--- config.mk ---
export PLATFORM = sky130hd
export DESIGN_NAME = instr_loader_flat
export DESIGN_NICKNAME = d
export VERILOG_FILES = /design/src/rtl/mips_pkg.sv /design/src/rtl/instr_loader_if.sv /design/src/rtl/word_assembler.sv /design/src/rtl/instr_loader.sv /design/src/flat_wrapper.sv
export SDC_FILE = /design/constraint.sdc
export NUM_CORES = 1
export LEC_CHECK = 0
export ABC_AREA = 0
export BUFFER_PORTS_ARGS = -buffer_cell sky130_fd_sc_hd__buf_2
export CORE_MARGIN = 1.5
export CORE_UTILIZATION = 50
export CTS_BUF_LIST = sky130_fd_sc_hd__clkbuf_8
export CTS_CLUSTER_SIZE = 14
export DETAILED_ROUTE_END_ITERATION = 10
export PLACE_DENSITY = 0.75
export SLEW_MARGIN = 20
export SYNTH_ARGS = -nofsm -noshare
export SYNTH_HDL_FRONTEND = slang
export SYNTH_HIERARCHICAL = 1
export SYNTH_SLANG_ARGS = --single-unit
--- constraint.sdc ---
create_clock -name CLK -period 6.3 [get_ports CLK]
set_input_delay 0.315 -clock CLK [delete_from_list [all_inputs] [get_ports CLK]]
set_output_delay 0.315 -clock CLK [all_outputs]
set_load 0.05 [all_outputs]
--- src/rtl/mips_pkg.sv ---
// Shared loader state encoding, size defaults and byte-lane constants for the
// instruction loader and its helpers.
package mips_pkg;

    localparam int DEF_WIDTH      = 32;
    localparam int DEF_DEPTH      = 100;
    localparam int BYTE_W         = 8;
    localparam int BYTES_PER_WORD = 4;
    localparam int LEN_W          = 16;

    // Lane index of the byte that completes a word (big-endian: lane 0 is [31:24]).
    localparam logic [1:0] LAST_LANE = 2'(BYTES_PER_WORD - 1);

    typedef enum logic [2:0] {
        IDLE,
        RECV,
        WRITE,
        DONE,
        ERR
    } loader_state_t;

    function automatic logic len_ok(input logic [LEN_W-1:0] len, input int depth);
        return (len != '0) && (int'(len) <= depth);
    endfunction

endpackage

--- src/rtl/instr_loader_if.sv ---
// Byte-stream input and instruction-memory write port of the loader.
// master = loader side, slave = byte source / memory side.
interface instr_loader_if
    import mips_pkg::*;
#(
    parameter int WIDTH = DEF_WIDTH
);

    logic [BYTE_W-1:0] Byte_In;
    logic              Byte_Valid;
    logic              Byte_Ready;
    logic              IM_WE;
    logic [WIDTH-1:0]  IM_Addr;
    logic [WIDTH-1:0]  IM_WD;

    modport master (
        input  Byte_In,
        input  Byte_Valid,
        output Byte_Ready,
        output IM_WE,
        output IM_Addr,
        output IM_WD
    );

    modport slave (
        output Byte_In,
        output Byte_Valid,
        input  Byte_Ready,
        input  IM_WE,
        input  IM_Addr,
        input  IM_WD
    );

endinterface

--- src/rtl/word_assembler.sv ---
// Packs a byte stream big-endian into words: shift register plus 2-bit byte
// counter, with a pulse on the byte that completes a word.
module word_assembler
    import mips_pkg::*;
#(
    parameter int WIDTH = DEF_WIDTH
) (
    input  logic              clk,
    input  logic              rst_n,
    input  logic              clear,
    input  logic              shift_en,
    input  logic [BYTE_W-1:0] byte_in,
    output logic [WIDTH-1:0]  word,
    output logic              word_done
);

    logic [WIDTH-1:0] word_reg, word_next;
    logic [1:0]       cnt_reg, cnt_next;

    always_ff @(posedge clk or negedge rst_n) begin
        if (!rst_n) begin
            word_reg <= '0;
            cnt_reg  <= '0;
        end else begin
            word_reg <= word_next;
            cnt_reg  <= cnt_next;
        end
    end

    // Shifting left by one byte puts the first byte of a word in the top lane.
    always_comb begin
        word_next = word_reg;
        cnt_next  = cnt_reg;
        if (clear) begin
            word_next = '0;
            cnt_next  = '0;
        end else if (shift_en) begin
            word_next = {word_reg[WIDTH-BYTE_W-1:0], byte_in};
            cnt_next  = cnt_reg + 2'd1;
        end
    end

    assign word      = word_reg;
    assign word_done = shift_en && !clear && (cnt_reg == LAST_LANE);

endmodule

--- src/rtl/instr_loader.sv ---
// Loads a program byte stream into instruction memory and holds the core in
// reset until done. Define LOADER_CHECKSUM_EN to require a trailing XOR byte.
module instr_loader
    import mips_pkg::*;
#(
    parameter int WIDTH = DEF_WIDTH,
    parameter int DEPTH = DEF_DEPTH
) (
    input  logic             CLK,
    input  logic             RST,
    input  logic             Start,
    input  logic [LEN_W-1:0] Load_Len,
    instr_loader_if.master   bus,
    output logic             CPU_RST,
    output logic             Busy,
    output logic             Done,
    output logic             Error
);

    loader_state_t    state_reg, state_next;
    logic [LEN_W-1:0] len_reg, len_next;
    logic [LEN_W-1:0] idx_reg, idx_next;
    logic             clear;
    logic             xfer;
    logic             shift_en;
    logic             word_done;
    logic             last_word;
    logic [WIDTH-1:0] word;

`ifdef LOADER_CHECKSUM_EN
    logic              chk_reg, chk_next;
    logic [BYTE_W-1:0] xor_reg, xor_next;
`endif

    assign xfer      = bus.Byte_Valid && (state_reg == RECV);
    assign last_word = (idx_reg == (len_reg - LEN_W'(1)));

`ifdef LOADER_CHECKSUM_EN
    // The checksum byte is compared, never packed into a word.
    assign shift_en = xfer && !chk_reg;
`else
    assign shift_en = xfer;
`endif

    word_assembler #(
        .WIDTH(WIDTH)
    ) u_word_assembler (
        .clk      (CLK),
        .rst_n    (RST),
        .clear    (clear),
        .shift_en (shift_en),
        .byte_in  (bus.Byte_In),
        .word     (word),
        .word_done(word_done)
    );

    always_ff @(posedge CLK or negedge RST) begin
        if (!RST) begin
            state_reg <= IDLE;
            len_reg   <= '0;
            idx_reg   <= '0;
`ifdef LOADER_CHECKSUM_EN
            chk_reg   <= 1'b0;
            xor_reg   <= '0;
`endif
        end else begin
            state_reg <= state_next;
            len_reg   <= len_next;
            idx_reg   <= idx_next;
`ifdef LOADER_CHECKSUM_EN
            chk_reg   <= chk_next;
            xor_reg   <= xor_next;
`endif
        end
    end

    always_comb begin
        state_next = state_reg;
        len_next   = len_reg;
        idx_next   = idx_reg;
        clear      = 1'b0;
`ifdef LOADER_CHECKSUM_EN
        chk_next   = chk_reg;
        xor_next   = xor_reg;
`endif
        case (state_reg)
            IDLE, DONE, ERR: begin
                if (Start) begin
                    if (len_ok(Load_Len, DEPTH)) begin
                        state_next = RECV;
                        len_next   = Load_Len;
                        idx_next   = '0;
                        clear      = 1'b1;
`ifdef LOADER_CHECKSUM_EN
                        chk_next   = 1'b0;
                        xor_next   = '0;
`endif
                    end else begin
                        state_next = ERR;
                    end
                end
            end
            RECV: begin
                if (xfer) begin
`ifdef LOADER_CHECKSUM_EN
                    if (chk_reg) begin
                        state_next = (bus.Byte_In == xor_reg) ? DONE : ERR;
                    end else begin
                        xor_next = xor_reg ^ bus.Byte_In;
                        if (word_done) state_next = WRITE;
                    end
`else
                    if (word_done) state_next = WRITE;
`endif
                end
            end
            WRITE: begin
                // Index only advances when another word follows, so it stays <= DEPTH-1.
                if (last_word) begin
`ifdef LOADER_CHECKSUM_EN
                    state_next = RECV;
                    chk_next   = 1'b1;
`else
                    state_next = DONE;
`endif
                end else begin
                    state_next = RECV;
                    idx_next   = idx_reg + LEN_W'(1);
                end
            end
            default: state_next = IDLE;
        endcase
    end

    assign bus.Byte_Ready = (state_reg == RECV);
    assign bus.IM_WE      = (state_reg == WRITE);
    assign bus.IM_Addr    = (state_reg == WRITE) ? (WIDTH'(idx_reg) << 2) : '0;
    assign bus.IM_WD      = (state_reg == WRITE) ? word : '0;

    assign Busy    = (state_reg == RECV) || (state_reg == WRITE);
    assign Done    = (state_reg == DONE);
    assign Error   = (state_reg == ERR);
    assign CPU_RST = (state_reg == DONE);

endmodule

--- src/flat_wrapper.sv ---
// flat-port wrapper written by rule: the top's interface ports become plain ports
module instr_loader_flat import mips_pkg::*;
#(
    parameter int WIDTH = DEF_WIDTH,
    parameter int DEPTH = DEF_DEPTH
)
  (CLK, RST, Start, Load_Len, CPU_RST, Busy, Done, Error, bus_Byte_In, bus_Byte_Valid, bus_Byte_Ready, bus_IM_WE, bus_IM_Addr, bus_IM_WD);
  instr_loader_if #(.WIDTH(WIDTH)) bus_i ();
  input  logic CLK;
  input  logic RST;
  input  logic Start;
  input  logic [LEN_W-1:0] Load_Len;
  output logic CPU_RST;
  output logic Busy;
  output logic Done;
  output logic Error;
  input wire logic [$bits(bus_i.Byte_In)-1:0] bus_Byte_In;
  input wire logic [$bits(bus_i.Byte_Valid)-1:0] bus_Byte_Valid;
  output wire logic [$bits(bus_i.Byte_Ready)-1:0] bus_Byte_Ready;
  output wire logic [$bits(bus_i.IM_WE)-1:0] bus_IM_WE;
  output wire logic [$bits(bus_i.IM_Addr)-1:0] bus_IM_Addr;
  output wire logic [$bits(bus_i.IM_WD)-1:0] bus_IM_WD;
  assign bus_i.Byte_In = bus_Byte_In;
  assign bus_i.Byte_Valid = bus_Byte_Valid;
  assign bus_Byte_Ready = bus_i.Byte_Ready;
  assign bus_IM_WE = bus_i.IM_WE;
  assign bus_IM_Addr = bus_i.IM_Addr;
  assign bus_IM_WD = bus_i.IM_WD;
  instr_loader #(.WIDTH(WIDTH), .DEPTH(DEPTH)) u_core (.CLK(CLK), .RST(RST), .Start(Start), .Load_Len(Load_Len), .bus(bus_i), .CPU_RST(CPU_RST), .Busy(Busy), .Done(Done), .Error(Error));
endmodule
# Word level (Yosys, flattened, before mapping)
# Index checks and enable logic that the tools add are counted.
# totals
in_bits,28
latch_bits,0
out_inout_bits,70
n_memories,0
rom_bits,0
regBits,69
mem_bits_rw,0
word_cells,53
# op_classes
n_addsub,3
n_reduce_logical,14
n_div,0
mul,0
shifts,0
n_eq_ne,11
bitwise_logic,0
muxes,19
magnitude_cmp,1
# op_table
op,count
32-bit two-way mux,3
16-bit two-way mux,3
16-bit case mux with 2 select lines,1
18-bit two-way mux,1
"16-bit by 1-bit adder with 16-bit output, second input constant",1
16-bit equality test,1
"16-bit by 7-bit <= comparator with 1-bit output, second input constant",1
16-bit nonzero test,1
"16-bit by 1-bit subtractor with 16-bit output, second input constant",1
3-bit two-way mux,4
3-bit case mux with 3 select lines,1
"3-bit by 2-bit equality test with 1-bit output, second input constant",2
2-bit two-way mux,3
"2-bit by 1-bit inequality test with 1-bit output, second input constant",3
3-bit AND reduction,2
1-bit logical AND,4
"2-bit inequality test, second input constant",2
4-bit AND reduction,1
2-bit nonzero test,2
"3-bit by 1-bit equality test with 1-bit output, second input constant",1
"3-bit equality test, second input constant",1
3-bit zero test,1
1-bit two-way mux,3
3-bit OR reduction,1
other kinds (4),4

# Depth between registers and ports, before layout
# Gate-level depths: netlist of the first run.
# logic_depth
word_depth,11
depth_mapped,13
depth_no_buf,11

# By module
# Netlist of the first run, hierarchy kept.
# modules_own_cells
module,area_each_um2,n_inst,seq_area_each_um2,cells_each
instr_loader,2788.9,1,875.8,331
word_assembler,1431.4,1,850.8,113

# Least setup slack after synthesis of the first run
# OpenSTA, ideal clock, no wires.
# synth_path
path_kind,flip-flop to flip-flop
start,register u_core.len_reg[0]
end,register u_core.idx_reg[10]
arrival_ns,3.039
setup_slack_ns,3.135
setup_ns,0.126
n_path_buf,3
path_stages_with_launch,13
t_required_ns,6.174
synth_period_minus_slack_ns,3.165
path_cell_list,dfrtp_1 inv_1 ha_1 or4b_4 buf_6 xnor2_1 or4b_2 a22oi_1 nand4_1 or2_1 buf_6 buf_8 a221o_1
# synth_between
elab_chain_len,4
# synth_rtl
item,line,source
"start, declared",instr_loader.sv:21,"logic [LEN_W-1:0] len_reg, len_next;"
"start signal, assigned",instr_loader.sv:68,len_reg <= len_next;
16-bit by 1-bit subtractor with 16-bit output,instr_loader.sv:36,assign last_word = (idx_reg == (len_reg - LEN_W'(1)));
16-bit equality test,instr_loader.sv:36,
2-bit inequality test (no line),n/a,
4-bit AND reduction (no line),n/a,
"end signal, assigned",instr_loader.sv:69,idx_reg <= idx_next;
"end, declared",instr_loader.sv:22,"logic [LEN_W-1:0] idx_reg, idx_next;"
# Every way passes these cells.
# A chain may end at the register's enable or synchronous reset.

# Worst setup path in the final report of the first run
# layout_path
start,register u_core.len_reg[0]
end,register u_core.idx_reg[7]
# The elaborated chain is that of the path after synthesis.

==> results of run 1 <==
[metrics by stage]
stage	instance area (µm²)	setup WS, ns	utilization	cells	hold WS [ns]
4_1_cts	4700	2.88	0.575	621	0.189
2_1_floorplan	4280	3.13	-	459	0.0194
6_report	4710	2.87	0.576	621	0.143
5_1_grt	4710	2.72	0.576	621	0.209
3_3_place_gp	4520	2.68	0.553	605	0.481
3_5_place_dp	4530	2.89	0.554	605	0.491
[power by group]
part           switching, µW  internal (µW)
sequential              70.3            513
combinational           84.9           63.7
clock                    178            144
[cell usage after synthesis (12+ instances only)]
cell / n
nor2_1: 49
and2_1: 54
nor2b_1: 15
clkbuf_1: 12
nand2_1: 25
dfrtp_1: 69
mux2i_1: 33
nor3_1: 19
xnor2_1: 14
buf_4: 18
[cells by family (layout without fill, tap and decap cells)]
kind of cell / after synthesis / in the layout
AOI/OAI and AO/OA: 53 / 53
xor gates and xnor gates: 18 / 18
adders and majority gates: 3 / 3
buffers and inverters: 51 / 108
DFF: 69 / 69
muxes: 37 / 37
other: 1 / 16
and+or+nand+nor: 212 / 212
[how the worst max path moves through the flow]
stage                                              from                             end  cells after the start
final                     u_core/len_reg[0]$_DFFE_PN0P_   u_core/idx_reg[7]$_DFFE_PN0P_                      9
after global routing      u_core/len_reg[0]$_DFFE_PN0P_   u_core/idx_reg[7]$_DFFE_PN0P_                      9
after CTS                 u_core/len_reg[0]$_DFFE_PN0P_   u_core/idx_reg[7]$_DFFE_PN0P_                      9
after detailed placement  u_core/len_reg[0]$_DFFE_PN0P_   u_core/idx_reg[5]$_DFFE_PN0P_                      9
after global placement    u_core/len_reg[0]$_DFFE_PN0P_   u_core/idx_reg[4]$_DFFE_PN0P_                      9
after floorplan           u_core/len_reg[0]$_DFFE_PN0P_  u_core/idx_reg[10]$_DFFE_PN0P_                     12
[metal layers]
| metal | track usage | up-vias | routed length [µm] |
|---|---|---|---|
| li1 | - | 1663 | - |
| met1 | 0.314 | 1607 | 4290 |
| met2 | 0.301 | 117 | 4020 |
| met3 | 0.0475 | 12 | 528 |
| met4 | 0.0734 | 0 | 104 |
| met5 | 0 | - | 0 |
[worst register-to-register path, cell delays in order, from the launching register on]
cell and delay (ns):
dfrtp_1 0.43, inv_1 0.11, ha_1 0.18, or4b_4 0.54, xnor2_1 0.15, or4b_2 0.61
a22oi_1 0.19, nand4_1 0.18, or2_1 0.48, a221o_2 0.45
[layout make-up]
cell class,instances,area [µm²]
fillers,751,3470
clock buffers,9,124
well taps,105,131
clock inverters,7,50.0
inverters,8,30.0
repair buffers,84,428
flip-flops and latches,69,1730
multi-input cells,339,2220
==> flow_metrics.env, run 1 <==
export IMPL_grt_pass1_wl_mm=14.8
export IMPL_area_growth_pct=11.5
export IMPL_crit_family="simple AND/OR/NAND/NOR gates"
export IMPL_setup_tns_ns=0
export IMPL_synthAdderAreaFrac=0.00889
export IMPL_die_area_um2=9000
export IMPL_syn_inst=444
export IMPL_hold_viol=0
export IMPL_path_class="reg2reg"
export IMPL_final_cell_mix="buf_2 (81), dfrtp_1 (69), and2_1 (53)"
export IMPL_grt_pass1_vias=3043
export IMPL_dp_hpwl_mm=6.36
export IMPL_port_buffers=81
export IMPL_netlist_area_um2=4220
export IMPL_end_kind="flip-flop"
export IMPL_relSlewSlack=0.320
export IMPL_wl_per_cell_um=14.4
export IMPL_fmax_ghz=0.292
export IMPL_nNetsFinal=542
export IMPL_antenna_found_initial=0
export IMPL_fin_crit_sh=0.544
export IMPL_final_common_cell="buf_2"
export IMPL_yosysSeqAreaShare=0.409
export IMPL_cts_repair_resized=0
export IMPL_initialDrtViolationCount=166
export IMPL_drc=0
export IMPL_yosys_area_top_type="dfrtp_1"
export IMPL_final_layout_size_suffix_gt1_frac=0.252
export IMPL_wl_mm=8.94
export IMPL_rr_worst_depth=9
export IMPL_power_uw=1050
export IMPL_largest_reg_flops=32
export IMPL_core_um2=8180
export IMPL_p_per_area_nw_per_um2=224
export IMPL_synth_area_top_cells="dfrtp_1 (41%), and2_1 (8.0%), mux2i_1 (7.8%)"
export IMPL_cts_path_max_buffers=2
export IMPL_p_leak_uw=0.00233
export IMPL_cap_violations=0
export IMPL_r2r_end="u_core/idx_reg[7]$_DFFE_PN0P_"
export IMPL_clock_skew_final_ns=0.00797
export IMPL_cpMaxStageDelayCell="or4b_2"
export IMPL_synth_ff_latch_count=69
export IMPL_die_y_um=94.9
export IMPL_startpoint_type="flip-flop"
export IMPL_synth_edf_count=0
export IMPL_synth_compound_area_share=0.0984
export IMPL_start_util=0.516
export IMPL_cts_tree="built"
export IMPL_grt_usage=0.211
export IMPL_ys_warn_count=6
export IMPL_h_tree_depth=3
export IMPL_drt_pass1_iterations=4
export IMPL_ir_worst_vdd_mv=0.104
export IMPL_hold_class="in2async"
export IMPL_overflow=0
export IMPL_grt_max_degree=70
export IMPL_synth_flop_cell="dfrtp_1"
export IMPL_path_cells="inv_1 > ha_1 > or4b_4 > xnor2_1 > or4b_2 > a22oi_1 > nand4_1 > or2_1 > a221o_2"
export IMPL_fin_crit_ns=3.43
export IMPL_fp_row_count=33
export IMPL_rsz0062_at_grt="no"
export IMPL_rrSetupSlack_ns=2.87
export IMPL_antennaDiodeCount=0
export IMPL_path_clk_slew_ns=0.07
export IMPL_cp_data_required_time_ns=6.54
export IMPL_syn_avg_cell_area_um2=9.51
export IMPL_io_pins=98
export IMPL_status="finished, final reports clean"
export IMPL_clk_root_buffer_cell="clkbuf_8"
export IMPL_drv_slew=0
export IMPL_synth_xor_area_frac=0.0374
export IMPL_cts_buffers=9
export IMPL_synth_simple_area_share=0.274
export IMPL_postCtsSetupBuffers=0
export IMPL_synth_top_cell_area_share=0.409
export IMPL_worst_path_buf_inv=1
export IMPL_finalSetupViolCount=0
export IMPL_die_w_um=94.9
export IMPL_insertion_delay_ns=0.35
export IMPL_synth_top_family_by_area="simple AND/OR/NAND/NOR gates"
export IMPL_place_gp_congestion=0.832
export IMPL_worstPathArrival_ns=3.66
export IMPL_worstReg2RegStart="u_core/len_reg[0]$_DFFE_PN0P_"
export IMPL_ant_nets=0
export IMPL_synth_cell_types=62
export IMPL_async_flop_share=1.00
export IMPL_max_stage_delay_ns=0.61
export IMPL_cts_hold_buf=0
export IMPL_worstMarginPinSlew_ns=1.02
export IMPL_synthMuxAreaShare=0.0889
export IMPL_via_count=3399
export IMPL_vias_per_cell=5.47
export IMPL_critPathMaxFanout=16
export IMPL_cts_sinks=69
(Power assumes the default switching activity.)
==> inputs of run 2 (changes only) <==
==> constraint.sdc (replaced) <==
create_clock -name CLK -period 3.5 [get_ports CLK]
set_input_delay 0.175 -clock CLK [delete_from_list [all_inputs] [get_ports CLK]]
set_output_delay 0.175 -clock CLK [all_outputs]
set_load 0.05 [all_outputs]
==> run 2 against run 1 <==
Cell count up 0.81%. Non-clock buffer count up 5. Sequential share of layout area down 0.67 points. Hold slack worse by 0.081 ns. Global-route usage down 0.10 points. Combinational power up 81%.
==> flow_metrics.env, run 2 (synthesis results as in run 1) <==
export IMPL_status="finished, final reports clean"
export IMPL_fin_crit_ns=3.38
export IMPL_h_tree_depth=3
export IMPL_initialDrtViolationCount=215
export IMPL_end_kind="flip-flop"
export IMPL_die_y_um=94.9
export IMPL_relSlewSlack=0.625
export IMPL_drc=0
export IMPL_path_cells="inv_1 > ha_1 > or4b_4 > xnor2_1 > or4b_2 > a22oi_1 > nand4_1 > or2_2 > a221o_2"
export IMPL_crit_family="simple AND/OR/NAND/NOR gates"
export IMPL_cts_tree="built"
export IMPL_layoutNonFillerInstCount=626
export IMPL_via_count=3398
export IMPL_fmax_ghz=0.296
export IMPL_worst_path_buf_inv=1
export IMPL_r2r_end="u_core/idx_reg[5]$_DFFE_PN0P_"
export IMPL_port_buffers=81
export IMPL_worstPathArrival_ns=3.61
export IMPL_start_util=0.516
export IMPL_cts_sinks=69
export IMPL_wl_mm=9.17
export IMPL_setup_ws_ns=0.118
export IMPL_fp_row_count=33
export IMPL_clock_skew_final_ns=0.0101
export IMPL_cap_violations=0
export IMPL_rr_worst_depth=9
export IMPL_nNetsFinal=547
export IMPL_dp_hpwl_mm=6.57
export IMPL_critPathMaxFanout=16
export IMPL_max_stage_delay_ns=0.62
export IMPL_startpoint_type="flip-flop"
export IMPL_cts_path_max_buffers=2
export IMPL_cp_startpoint="u_core/len_reg[0]$_DFFE_PN0P_"
export IMPL_post_place_ws_ns=0.109
export IMPL_worstMarginPinSlew_ns=0.562
export IMPL_grt_usage=0.210
export IMPL_io_pins=98
export IMPL_p_per_area_nw_per_um2=431
export IMPL_fin_crit_sh=0.966
export IMPL_numPlacedInstances=609
export IMPL_clk_root_buffer_cell="clkbuf_8"
export IMPL_cp_data_required_time_ns=3.73
export IMPL_ir_worst_vdd_mv=0.274
export IMPL_p_leak_uw=0.00239
export IMPL_drv_slew=0
export IMPL_overflow=0
export IMPL_cts_buffers=9
export IMPL_wl_per_cell_um=14.7
export IMPL_cpMaxStageDelayCell="or4b_2"
export IMPL_grt_max_degree=46
export IMPL_setup_tns_ns=0
export IMPL_antennaDiodeCount=0
export IMPL_core_um2=8180
export IMPL_grt_pass1_wl_mm=14.7
export IMPL_die_w_um=94.9
export IMPL_vias_per_cell=5.43
export IMPL_hold_class="in2reg"
export IMPL_postCtsSetupBuffers=0
export IMPL_area_growth_pct=13.6
export IMPL_largest_reg_flops=32
export IMPL_final_cell_mix="buf_2 (80), dfrtp_1 (69), and2_1 (53)"
export IMPL_path_clk_slew_ns=0.07
export IMPL_rrSetupSlack_ns=0.12
export IMPL_insertion_delay_ns=0.35
export IMPL_final_layout_size_suffix_gt1_frac=0.255
export IMPL_drt_pass1_iterations=4
export IMPL_antenna_found_initial=0
export IMPL_worstReg2RegStart="u_core/len_reg[0]$_DFFE_PN0P_"
export IMPL_die_area_um2=9000
export IMPL_place_gp_congestion=0.867
export IMPL_path_class="reg2reg"
export IMPL_crit_path_end="u_core/idx_reg[5]$_DFFE_PN0P_"
export IMPL_grt_pass1_vias=3106
export IMPL_ant_nets=0
export IMPL_worstSetupPathDepth=9
export IMPL_final_common_cell="buf_2"
export IMPL_hold_viol=0
export IMPL_rsz0062_at_grt="no"
export IMPL_finalSetupViolCount=0
run 2: how the worst min path moves through the flow:
stage                                                        to           start  slack (ns)  cells past startpoint
finish                            u_core/len_reg[3]$_DFFE_PN0P_     Load_Len[3]        0.06                      3
global route        u_core/u_word_assembler/word[4]$_DFFE_PN0P_  bus_Byte_In[4]        0.08                      3
CTS                               u_core/len_reg[8]$_DFFE_PN0P_             RST        0.02                      1
detailed placement                u_core/len_reg[8]$_DFFE_PN0P_             RST        0.39                      1
global placement                  u_core/len_reg[8]$_DFFE_PN0P_             RST        0.38                      1
floorplan                         u_core/idx_reg[0]$_DFFE_PN0P_             RST       -0.12                      0
run 2: per-stage QoR:
stage / utilization / cell area (µm²) / total power (µW) / hold slack (ns)
floorplan: - / 4280 / 1230 / -0.121
global placement: 0.557 / 4550 / 1310 / 0.381
detailed placement: 0.557 / 4550 / 1330 / 0.394
CTS: 0.585 / 4780 / 2080 / 0.0201
global route: 0.586 / 4790 / 2160 / 0.0791
finish: 0.586 / 4790 / 2060 / 0.0621
run 2: layout make-up:
type / count / area, µm²
clock buffer: 9 / 124
clock inverter: 7 / 104
fill: 735 / 3380
inverter: 8 / 30.0
multi-input combinational: 339 / 2210
sequential: 69 / 1730
tap: 105 / 131
timing repair buffer: 89 / 470
run 2: routing by layer:
| layer | share of wire | up-vias | track usage |
|---|---|---|---|
| li1 | - | 1660 | - |
| met1 | 0.48 | 1639 | 0.298 |
| met2 | 0.46 | 89 | 0.322 |
| met3 | 0.043 | 10 | 0.0370 |
| met4 | 0.012 | 0 | 0.0746 |
| met5 | 0 | - | 0 |
run 2: repair_timing:
action / CTS / global route
resized for setup: 0 / 1
setup endpoints to repair: 0 / 12
hold buffers: 0 / 1
hold endpoints to repair: 0 / 44
run 2: report_power, final:
part | switching, µW | internal [µW] | total, µW
Clock | 332 | 412 | 745
Sequential | 127 | 923 | 1050
Combinational | 152 | 116 | 269
Total | 612 | 1450 | 2060
run 2: worst reg2reg max path, stage by stage (launching register included):
cell and delay, ns:
dfrtp_1 0.43, inv_1 0.11, ha_1 0.19, or4b_4 0.54, xnor2_1 0.15, or4b_2 0.62
a22oi_1 0.18, nand4_1 0.17, or2_2 0.47, a221o_2 0.40
